<file path="src/rtl/gf180mcu_ocd_io_ring_pkg.sv">
// Shared types and defaults for the pad-ring output-enable sequencer.
// Latency: n/a (declarations only).
// Backpressure: n/a.
package gf180mcu_ocd_io_ring_pkg;

  localparam int NSEG_DEF  = 4;
  localparam int DWELL_DEF = 16;

  typedef enum logic [2:0] {
    ST_OFF  = 3'd0,
    ST_UP   = 3'd1,
    ST_ON   = 3'd2,
    ST_DOWN = 3'd3,
    ST_LOCK = 3'd4
  } ring_state_e;

endpackage

</file>
<file path="src/rtl/gf180mcu_ocd_io__ring_dwell_cnt.sv">
// Loadable down-counter that times the dwell between segment steps.
// Latency: load/decrement take effect on the next rising edge; zero flag follows the count.
// Backpressure: none; decrement saturates at zero.
module gf180mcu_ocd_io__ring_dwell_cnt #(
  parameter int CW = 4
) (
  input  logic          clk,
  input  logic          rst,
  input  logic          clr,
  input  logic          load,
  input  logic [CW-1:0] load_val,
  input  logic          dec,
  output logic          zero
);

  logic [CW-1:0] cnt;

  // clear beats load beats decrement; count never wraps below zero
  always_ff @(posedge clk) begin
    if (rst || clr) begin
      cnt <= '0;
    end else if (load) begin
      cnt <= load_val;
    end else if (dec && (cnt != '0)) begin
      cnt <= cnt - 1'b1;
    end
  end

  assign zero = (cnt == '0);

endmodule

</file>
<file path="src/rtl/gf180mcu_ocd_io__ring_seq.sv">
// Steps pad-ring segment output enables on/off one segment per dwell to limit ring switching current.
// Latency: all outputs registered; first enable one edge after EN is sampled high, ABORT clears in one edge.
// Backpressure: none; EN is a level request, reversals are honoured in any cycle.
module gf180mcu_ocd_io__ring_seq
  import gf180mcu_ocd_io_ring_pkg::*;
#(
  parameter int NSEG  = NSEG_DEF,
  parameter int DWELL = DWELL_DEF,
  parameter int CW    = (DWELL > 1) ? $clog2(DWELL) : 1
) (
  input  logic            CLK,
  input  logic            RST,
  input  logic            EN,
  input  logic            ABORT,
  output logic [NSEG-1:0] SEG_OE,
  output logic            READY,
  output logic            BUSY
);

  localparam logic [CW-1:0]   RELOAD = CW'(DWELL - 1);
  localparam logic [NSEG-1:0] ONE    = {{(NSEG-1){1'b0}}, 1'b1};

  ring_state_e     state_q, state_d;
  logic [NSEG-1:0] seg_q, seg_d;
  logic [NSEG-1:0] set_mask, clr_mask;
  logic            all_on, any_on;
  logic            cnt_load, cnt_dec, cnt_clr, cnt_zero;

  assign all_on = &seg_q;
  assign any_on = |seg_q;

  // lowest clear bit: scan top-down so the last hit is the lowest
  always_comb begin
    set_mask = '0;
    for (int i = NSEG - 1; i >= 0; i--) begin
      if (!seg_q[i]) set_mask = ONE << i;
    end
  end

  // highest set bit: scan bottom-up so the last hit is the highest
  always_comb begin
    clr_mask = '0;
    for (int i = 0; i < NSEG; i++) begin
      if (seg_q[i]) clr_mask = ONE << i;
    end
  end

  // next-state logic: abort first, then EN reversals, then dwell expiry
  always_comb begin
    state_d  = state_q;
    seg_d    = seg_q;
    cnt_load = 1'b0;
    cnt_dec  = 1'b0;
    cnt_clr  = 1'b0;
    case (state_q)
      ST_OFF: begin
        if (EN) begin
          state_d  = ST_UP;
          seg_d    = seg_q | set_mask;
          cnt_load = 1'b1;
        end
      end
      ST_UP: begin
        if (!EN) begin
          state_d  = ST_DOWN;
          seg_d    = seg_q & ~clr_mask;
          cnt_load = 1'b1;
        end else if (!cnt_zero) begin
          cnt_dec = 1'b1;
        end else if (!all_on) begin
          seg_d    = seg_q | set_mask;
          cnt_load = 1'b1;
        end else begin
          state_d = ST_ON;
        end
      end
      ST_ON: begin
        if (!EN) begin
          state_d  = ST_DOWN;
          seg_d    = seg_q & ~clr_mask;
          cnt_load = 1'b1;
        end
      end
      ST_DOWN: begin
        if (EN) begin
          state_d  = ST_UP;
          seg_d    = seg_q | set_mask;
          cnt_load = 1'b1;
        end else if (!cnt_zero) begin
          cnt_dec = 1'b1;
        end else if (any_on) begin
          seg_d    = seg_q & ~clr_mask;
          cnt_load = 1'b1;
        end else begin
          state_d = ST_OFF;
        end
      end
      ST_LOCK: begin
        // stay latched off until the requester withdraws EN
        if (!EN) state_d = ST_OFF;
      end
      default: begin
        state_d = ST_OFF;
        seg_d   = '0;
      end
    endcase

    // emergency shutdown drops every segment at once
    if (ABORT && (state_q != ST_LOCK)) begin
      state_d  = ST_LOCK;
      seg_d    = '0;
      cnt_load = 1'b0;
      cnt_dec  = 1'b0;
      cnt_clr  = 1'b1;
    end
  end

  // state, thermometer register and registered status flags
  always_ff @(posedge CLK) begin
    if (RST) begin
      state_q <= ST_OFF;
      seg_q   <= '0;
      READY   <= 1'b0;
      BUSY    <= 1'b0;
    end else begin
      state_q <= state_d;
      seg_q   <= seg_d;
      READY   <= (state_d == ST_ON);
      BUSY    <= (state_d == ST_UP) || (state_d == ST_DOWN);
    end
  end

  assign SEG_OE = seg_q;

  gf180mcu_ocd_io__ring_dwell_cnt #(
    .CW (CW)
  ) u_dwell (
    .clk      (CLK),
    .rst      (RST),
    .clr      (cnt_clr),
    .load     (cnt_load),
    .load_val (RELOAD),
    .dec      (cnt_dec),
    .zero     (cnt_zero)
  );

endmodule

</file>
<file path="config.mk">
export PLATFORM = sky130hd
export DESIGN_NAME = gf180mcu_ocd_io__ring_seq
export DESIGN_NICKNAME = d
export VERILOG_FILES = /design/src/rtl/gf180mcu_ocd_io_ring_pkg.sv /design/src/rtl/gf180mcu_ocd_io__ring_dwell_cnt.sv /design/src/rtl/gf180mcu_ocd_io__ring_seq.sv
export SDC_FILE = /design/constraint.sdc
export NUM_CORES = 1
export LEC_CHECK = 0
export ABC_AREA = 1
export CAP_MARGIN = 20
export CORE_MARGIN = 4
export CORE_UTILIZATION = 53
export DETAILED_ROUTE_END_ITERATION = 6
export GPL_TIMING_DRIVEN = 0
export HOLD_SLACK_MARGIN = 0.08
export PLACE_DENSITY = 0.79
export REMOVE_ABC_BUFFERS = 1
export SLEW_MARGIN = 20
export SYNTH_ARGS = -nofsm -noshare
export SYNTH_HDL_FRONTEND = slang
export SYNTH_SLANG_ARGS = --single-unit
</file>
<file path="constraint.sdc">
create_clock -name CLK -period 1.61 [get_ports CLK]
set_input_delay 0.322 -clock CLK [delete_from_list [all_inputs] [get_ports CLK]]
set_output_delay 0.322 -clock CLK [all_outputs]
set_load 0.02 [all_outputs]
</file>
### Yosys cells after proc, flatten, opt, wreduce, memory -nomap -nowiden

Index checks and enable logic that the tools add are counted.

* add/subtract/negate cells: 1
* eq/ne operators: 14
* muxes and demuxes: 46
* bitwise operators: 4
* reduce and logical (&&, ||, !) cells: 12

Operators with widths (count)
* $mux W4: 17
* $mux W3: 10
* $pmux W4 S5: 1
* $mux W1: 15
* $ne A3 B3 Y1 const B: 5
* $pmux W3 S5: 1
* $eq A3 B2 Y1 const B: 4
* $reduce_and A7 Y1: 1
* $eq A3 B1 Y1 const B: 2
* $and A4 B4 Y4: 1
* $logic_not A4 Y1: 1
* $ne A2 B2 Y1 const B: 2
* $not A4 Y4: 1
* $or A4 B4 Y4: 1
* $pmux W1 S4: 1
* $reduce_and A4 Y1: 1
* $reduce_bool A4 Y1: 1
* $reduce_or A4 Y1: 1
* $sub A4 B1 Y4 const B: 1
* $eq A3 B3 Y1 const B: 1
* $logic_not A3 Y1: 1
* $logic_and A1 B1 Y1: 2
* $logic_or A1 B1 Y1: 2
* $pmux W1 S2: 1
* 3 further kinds: 3

* register bits after elaboration: 13
* output and inout bits: 6

### Depth between registers and ports, before layout

* word-level depth: 10
* mapped depth: 11
* mapped depth without buffers: 11

### Cells and area by module

Synthesis repeated with hierarchy kept, for this count alone.

* cell total of the unflattened synthesis: 174
* area total of the unflattened synthesis: 1012.2 um^2

Modules (own cells, without submodules)
* gf180mcu_ocd_io__ring_seq: instances 1, cells each 132, area each 734.5 um^2, seq. area each 180.2 um^2
* gf180mcu_ocd_io__ring_dwell_cnt: instances 1, cells each 42, area each 277.8 um^2, seq. area each 80.1 um^2

### Worst setup path after synthesis

OpenSTA, ideal clock, no wires.

* path type: reg-to-reg
* start point: register u_dwell.cnt[0]
* end point: register seg_q[0] (netlist: SEG_OE[0])
* setup time: 0.118 ns
* arrival: 1.234 ns
* required time: 1.492 ns
* setup slack: 0.258 ns
* stages on the path, launching flop included: 10
* period minus slack after synthesis: 1.352 ns
* path through: dfxtp_1 inv_1 ha_1 nand2_1 nor2_4 nand2_1 nand2_1 nand3_4 o21ai_0 nor2_1

* longest elaborated chain between the ends: 3

RTL lines
* start, declared: RTL line gf180mcu_ocd_io__ring_dwell_cnt.sv:16 `logic [CW-1:0] cnt;`
* start signal, assigned: RTL line gf180mcu_ocd_io__ring_dwell_cnt.sv:23 `cnt <= load_val;`
* start signal, assigned: RTL line gf180mcu_ocd_io__ring_dwell_cnt.sv:25 `cnt <= cnt - 1'b1;`
* $logic_not A4 Y1 *: RTL line gf180mcu_ocd_io__ring_dwell_cnt.sv:29 `assign zero = (cnt == '0);`
* $ne A3 B3 Y1 (no source line)
* $reduce_and A7 Y1 (no source line) *
* end signal, assigned: RTL line gf180mcu_ocd_io__ring_seq.sv:127 `seg_q <= seg_d;`
* end, declared: RTL line gf180mcu_ocd_io__ring_seq.sv:24 `logic [NSEG-1:0] seg_q, seg_d;`

Mark *: on every way between the ends. The rest lies on a longest branch, timed or not.
A chain may end at the register's enable or synchronous reset.

### Worst setup path in the final report

* start point: register READY
* end point: output port READY

RTL lines
* start, declared: RTL line gf180mcu_ocd_io__ring_seq.sv:16 `output logic READY,`
* start signal, assigned: RTL line gf180mcu_ocd_io__ring_seq.sv:128 `READY <= (state_d == ST_ON);`

No word-level cell between the ends.

==> results by group <==
STA
  • Timing-limited maximum frequency: 656 MHz
  • WHS: 0.514 ns
  • Tcrit/Tclk final: 94.7%
  • Final Setup Violations: 0
  • Final setup skew: 0.00166 ns
  • Aggregate negative setup slack: 0 ns
  • Worst-margin pin slew: 0.357 ns
  • Number of failing hold endpoints at the final stage: 0
  • Final critical delay including setup and external delays: 1.52 ns
  • Number of max-slew violations in the final report: 0
  • Slew margin rel.: 76.2%

Routing
  • Via count: 903
  • Number of routed nets with antenna violations: 0
  • Avg Vias per Cell: 5.41
  • First-iteration detailed-routing DRC count: 33
  • Iteration count of the initial detailed-routing pass: 4
  • Number of remaining DRC errors: 0
  • Aggregate routed wire length: 1960 um
  • Mean routed wirelength per cell: 11.7 um

Hold path
  • Origin of the worst min-delay path: SEG_OE[1]
  • Worst hold path cell count: 2
  • Endpoint with the worst hold slack: SEG_OE[1]
  • Path type of the worst min-delay path: reg -> reg

Final layout
  • Post-layout util: 66.7%
  • Number of diodes added for antenna fixing: 0
  • Area of all placed cells without fillers: 1020 um2
  • Post-synthesis to final-layout area growth: 16.8%
  • Number of nets in the layout: 157
  • Share of layout cells above drive strength 1: 15.9%

Place
  • Post-DP HPWL: 1410 um
  • Cell area reported after detailed placement: 966 um2
  • Final weighted congestion in routability-driven placement: 0.847
  • Buffers on Ports: 9

Logic synthesis
  • Area share of the largest cell type after synthesis: 29.9%
  • Register area share after synthesis: 29.9%
  • Count of mapped cells out of synthesis: 138
  • Synth Cell Area: 870 um2
  • Number of storage elements in the synthesis netlist: 13
  • Synth area leader: sky130_fd_sc_hd__dfxtp_1
  • Synth top area cells: sky130_fd_sc_hd__dfxtp_1, sky130_fd_sc_hd__nand2_1, sky130_fd_sc_hd__inv_1
  • Ys Warns: 0
  • Avg Inst Size Synth: 6.30 um2
  • Number of distinct library cells after synthesis: 22

Clock network
  • CTS H-tree lvls: 1
  • Clock sinks: 13
  • CTS buffer count: 3
  • CTS clock-pin slew for the worst setup and hold paths: 0.08 ns
  • CTS Hold Buffers Added: 0
  • Number of buffers between clock root and the deepest sink: 2
  • Cell at the root of the clock tree: sky130_fd_sc_hd__clkbuf_4
  • Worst-Skew Late Latency: 0.29 ns
  • CTS tree: yes

Global route
  • Via count of the first global-routing pass: 765
  • Met3 capacity usage during global routing: 2.45%
  • Remaining global-route overflow: 0
  • Wire length of the first global-routing pass: 3230 um
  • Initial antenna violation count: 0
  • Peak-usage layer in the global routing report: met2
  • Met2 usage in global routing: 25.4%
  • Pin count of the biggest net entering global routing: 11
  • Met1 Usage GRT: 22.9%
  • Overall routing resource usage: 16.5%

Critical path
  • Number of buffer and inverter stages on the critical path: 1
  • RR Startpoint: u_dwell.cnt[0]
  • Critical path cell sequence: clkdlybuf4s50_1
  • Max FO, Critical Path: 1
  • Cell count of the worst reg-to-reg path: 11
  • Category of cells accounting for the largest share of critical-path delay: buffers and inverters
  • Setup Crit Path Kind: reg -> out
  • CP peak stage delay: 0.60 ns
  • Endpoint class of the critical path: output pin
  • Worst Setup Start Kind: flop
  • Worst reg2reg endpoint: BUSY
  • Worst Path Arrival: 1.20 ns
  • Register-to-register setup slack: 0.13 ns
  • Required time of the critical path: 1.29 ns
  • Max stage delay cell, worst path: sky130_fd_sc_hd__clkdlybuf4s50_1

Run
  • Max-capacitance violation count: 0

Floorplanning
  • Full die area: 2350 um2
  • Die H: 48.5 um
  • Overall die width: 48.5 um
  • Starting density of the core: 57.1%
  • Top-level port count: 10
  • Floorplan core area: 1520 um2
  • FP Rows: 14

Pwr
  • Maximum VDD drop: 0.000577 V
  • PwrDens: 815 nW/um2
  • Final total power: 0.828 mW
  • Leak pwr: 0.497 nW

Outcome
  • Run status: complete, no violations
state kept, by name (all words and copies together) (netlist names):
signal       count
state_q          3
u_dwell.cnt      4
READY            1
SEG_OE           4
BUSY             1
cell usage in the layout (no fill, tap or decap):
cell / Yosys / routed
sky130_fd_sc_hd__a21oi_1: 7 / 7
sky130_fd_sc_hd__a21oi_2: 1 / 1
sky130_fd_sc_hd__a21oi_4: 1 / 1
sky130_fd_sc_hd__a31oi_1: 1 / 1
sky130_fd_sc_hd__buf_4: 0 / 1
sky130_fd_sc_hd__clkbuf_1: 0 / 1
sky130_fd_sc_hd__clkbuf_4: 0 / 3
sky130_fd_sc_hd__clkdlybuf4s50_1: 0 / 4
sky130_fd_sc_hd__dfxtp_1: 13 / 11
sky130_fd_sc_hd__dfxtp_2: 0 / 2
sky130_fd_sc_hd__dlygate4sd2_1: 0 / 5
sky130_fd_sc_hd__ha_4: 0 / 1
sky130_fd_sc_hd__inv_1: 22 / 19
sky130_fd_sc_hd__inv_2: 1 / 4
sky130_fd_sc_hd__nand2_1: 41 / 41
sky130_fd_sc_hd__nand2_2: 4 / 4
sky130_fd_sc_hd__nand3_1: 10 / 10
sky130_fd_sc_hd__nand3_2: 2 / 2
sky130_fd_sc_hd__nand3_4: 1 / 1
sky130_fd_sc_hd__nand4_1: 5 / 5
sky130_fd_sc_hd__nor2_1: 14 / 13
sky130_fd_sc_hd__nor2_2: 1 / 1
sky130_fd_sc_hd__nor2_4: 2 / 3
sky130_fd_sc_hd__nor3_1: 1 / 1
sky130_fd_sc_hd__o21ai_0: 6 / 6
sky130_fd_sc_hd__o21ai_1: 2 / 2
sky130_fd_sc_hd__o22ai_1: 1 / 1
power by group:
group,switching (mW),total (mW),internal [mW]
registers,0.0241,0.367,0.343
logic,0.157,0.246,0.0887
clock network,0.118,0.215,0.0964
final cells by class:
type | instances | area, um2
multi-input combinational | 101 | 529
inverter | 23 | 86.3
tap | 16 | 20.0
fill | 143 | 508
sequential | 13 | 263
clock buffer | 4 | 26.3
timing repair buffer | 10 | 91.3
through the flow:
step | setup WS, ns | std cells
after detailed placement | -0.304 | 162
final | 0.0857 | 167
after global routing | -0.0223 | 167
after CTS | 0.00433 | 166
after global placement | -0.295 | 162
after floorplan | 0.258 | 137
worst max path at each step:
stage | slack, ns | depth (start not counted) | to | start
floorplan | 0.26 | 9 | SEG_OE[0] | u_dwell.cnt[0]
global placement | -0.30 | 8 | SEG_OE[0] | EN
detailed placement | -0.30 | 8 | SEG_OE[0] | EN
CTS | 0.004 | 11 | BUSY | u_dwell.cnt[0]
global route | -0.02 | 10 | u_dwell.cnt[2] | u_dwell.cnt[0]
finish | 0.09 | 1 | READY | READY
routing by layer:
metal	share of wire [%]	wire length, um
met3	6.4	126
met1	48	943
met4	1.8	36
met2	43	851
met5	0	0
what timing repair did:
action	4_1_cts	5_1_grt
hold endpoints to repair	0	0
cloned	0	0
buffers inserted	0	1
pin swaps	0	3
endpoints found under the setup margin	5	11
gates resized for setup	5	9
logic make-up (layout without fill, tap and decap cells):
kind of cell / count (synthesis) / after routing / share of synthesized area, %
adder cells (fa/ha/maj): 1 / 1 / 1.44
AND/OR/NAND/NOR: 81 / 81 / 44.2
AO/OA/AOI/OAI: 19 / 19 / 13.0
flip-flops: 13 / 13 / 29.9
buffers and inverters: 24 / 37 / 11.5
synthesized netlist by cell type:
cell type,number
sky130_fd_sc_hd__nand3_1,10
sky130_fd_sc_hd__a21oi_1,7
sky130_fd_sc_hd__o21ai_1,2
sky130_fd_sc_hd__inv_2,1
sky130_fd_sc_hd__o22ai_1,1
sky130_fd_sc_hd__nand3_2,2
sky130_fd_sc_hd__a31oi_1,1
sky130_fd_sc_hd__ha_1,1
sky130_fd_sc_hd__dfxtp_1,13
sky130_fd_sc_hd__nand4_1,5
sky130_fd_sc_hd__nand3_4,1
sky130_fd_sc_hd__nor3_1,1
sky130_fd_sc_hd__a21oi_2,1
sky130_fd_sc_hd__nand2_1,41
sky130_fd_sc_hd__inv_1,22
sky130_fd_sc_hd__nor2_4,2
sky130_fd_sc_hd__a21oi_4,1
sky130_fd_sc_hd__nor2_2,1
sky130_fd_sc_hd__o21ai_0,6
sky130_fd_sc_hd__nor2_1,14
sky130_fd_sc_hd__nand2_2,4
sky130_fd_sc_hd__clkbuf_8,1
No activity file was read; power rests on OpenSTA's default activity.
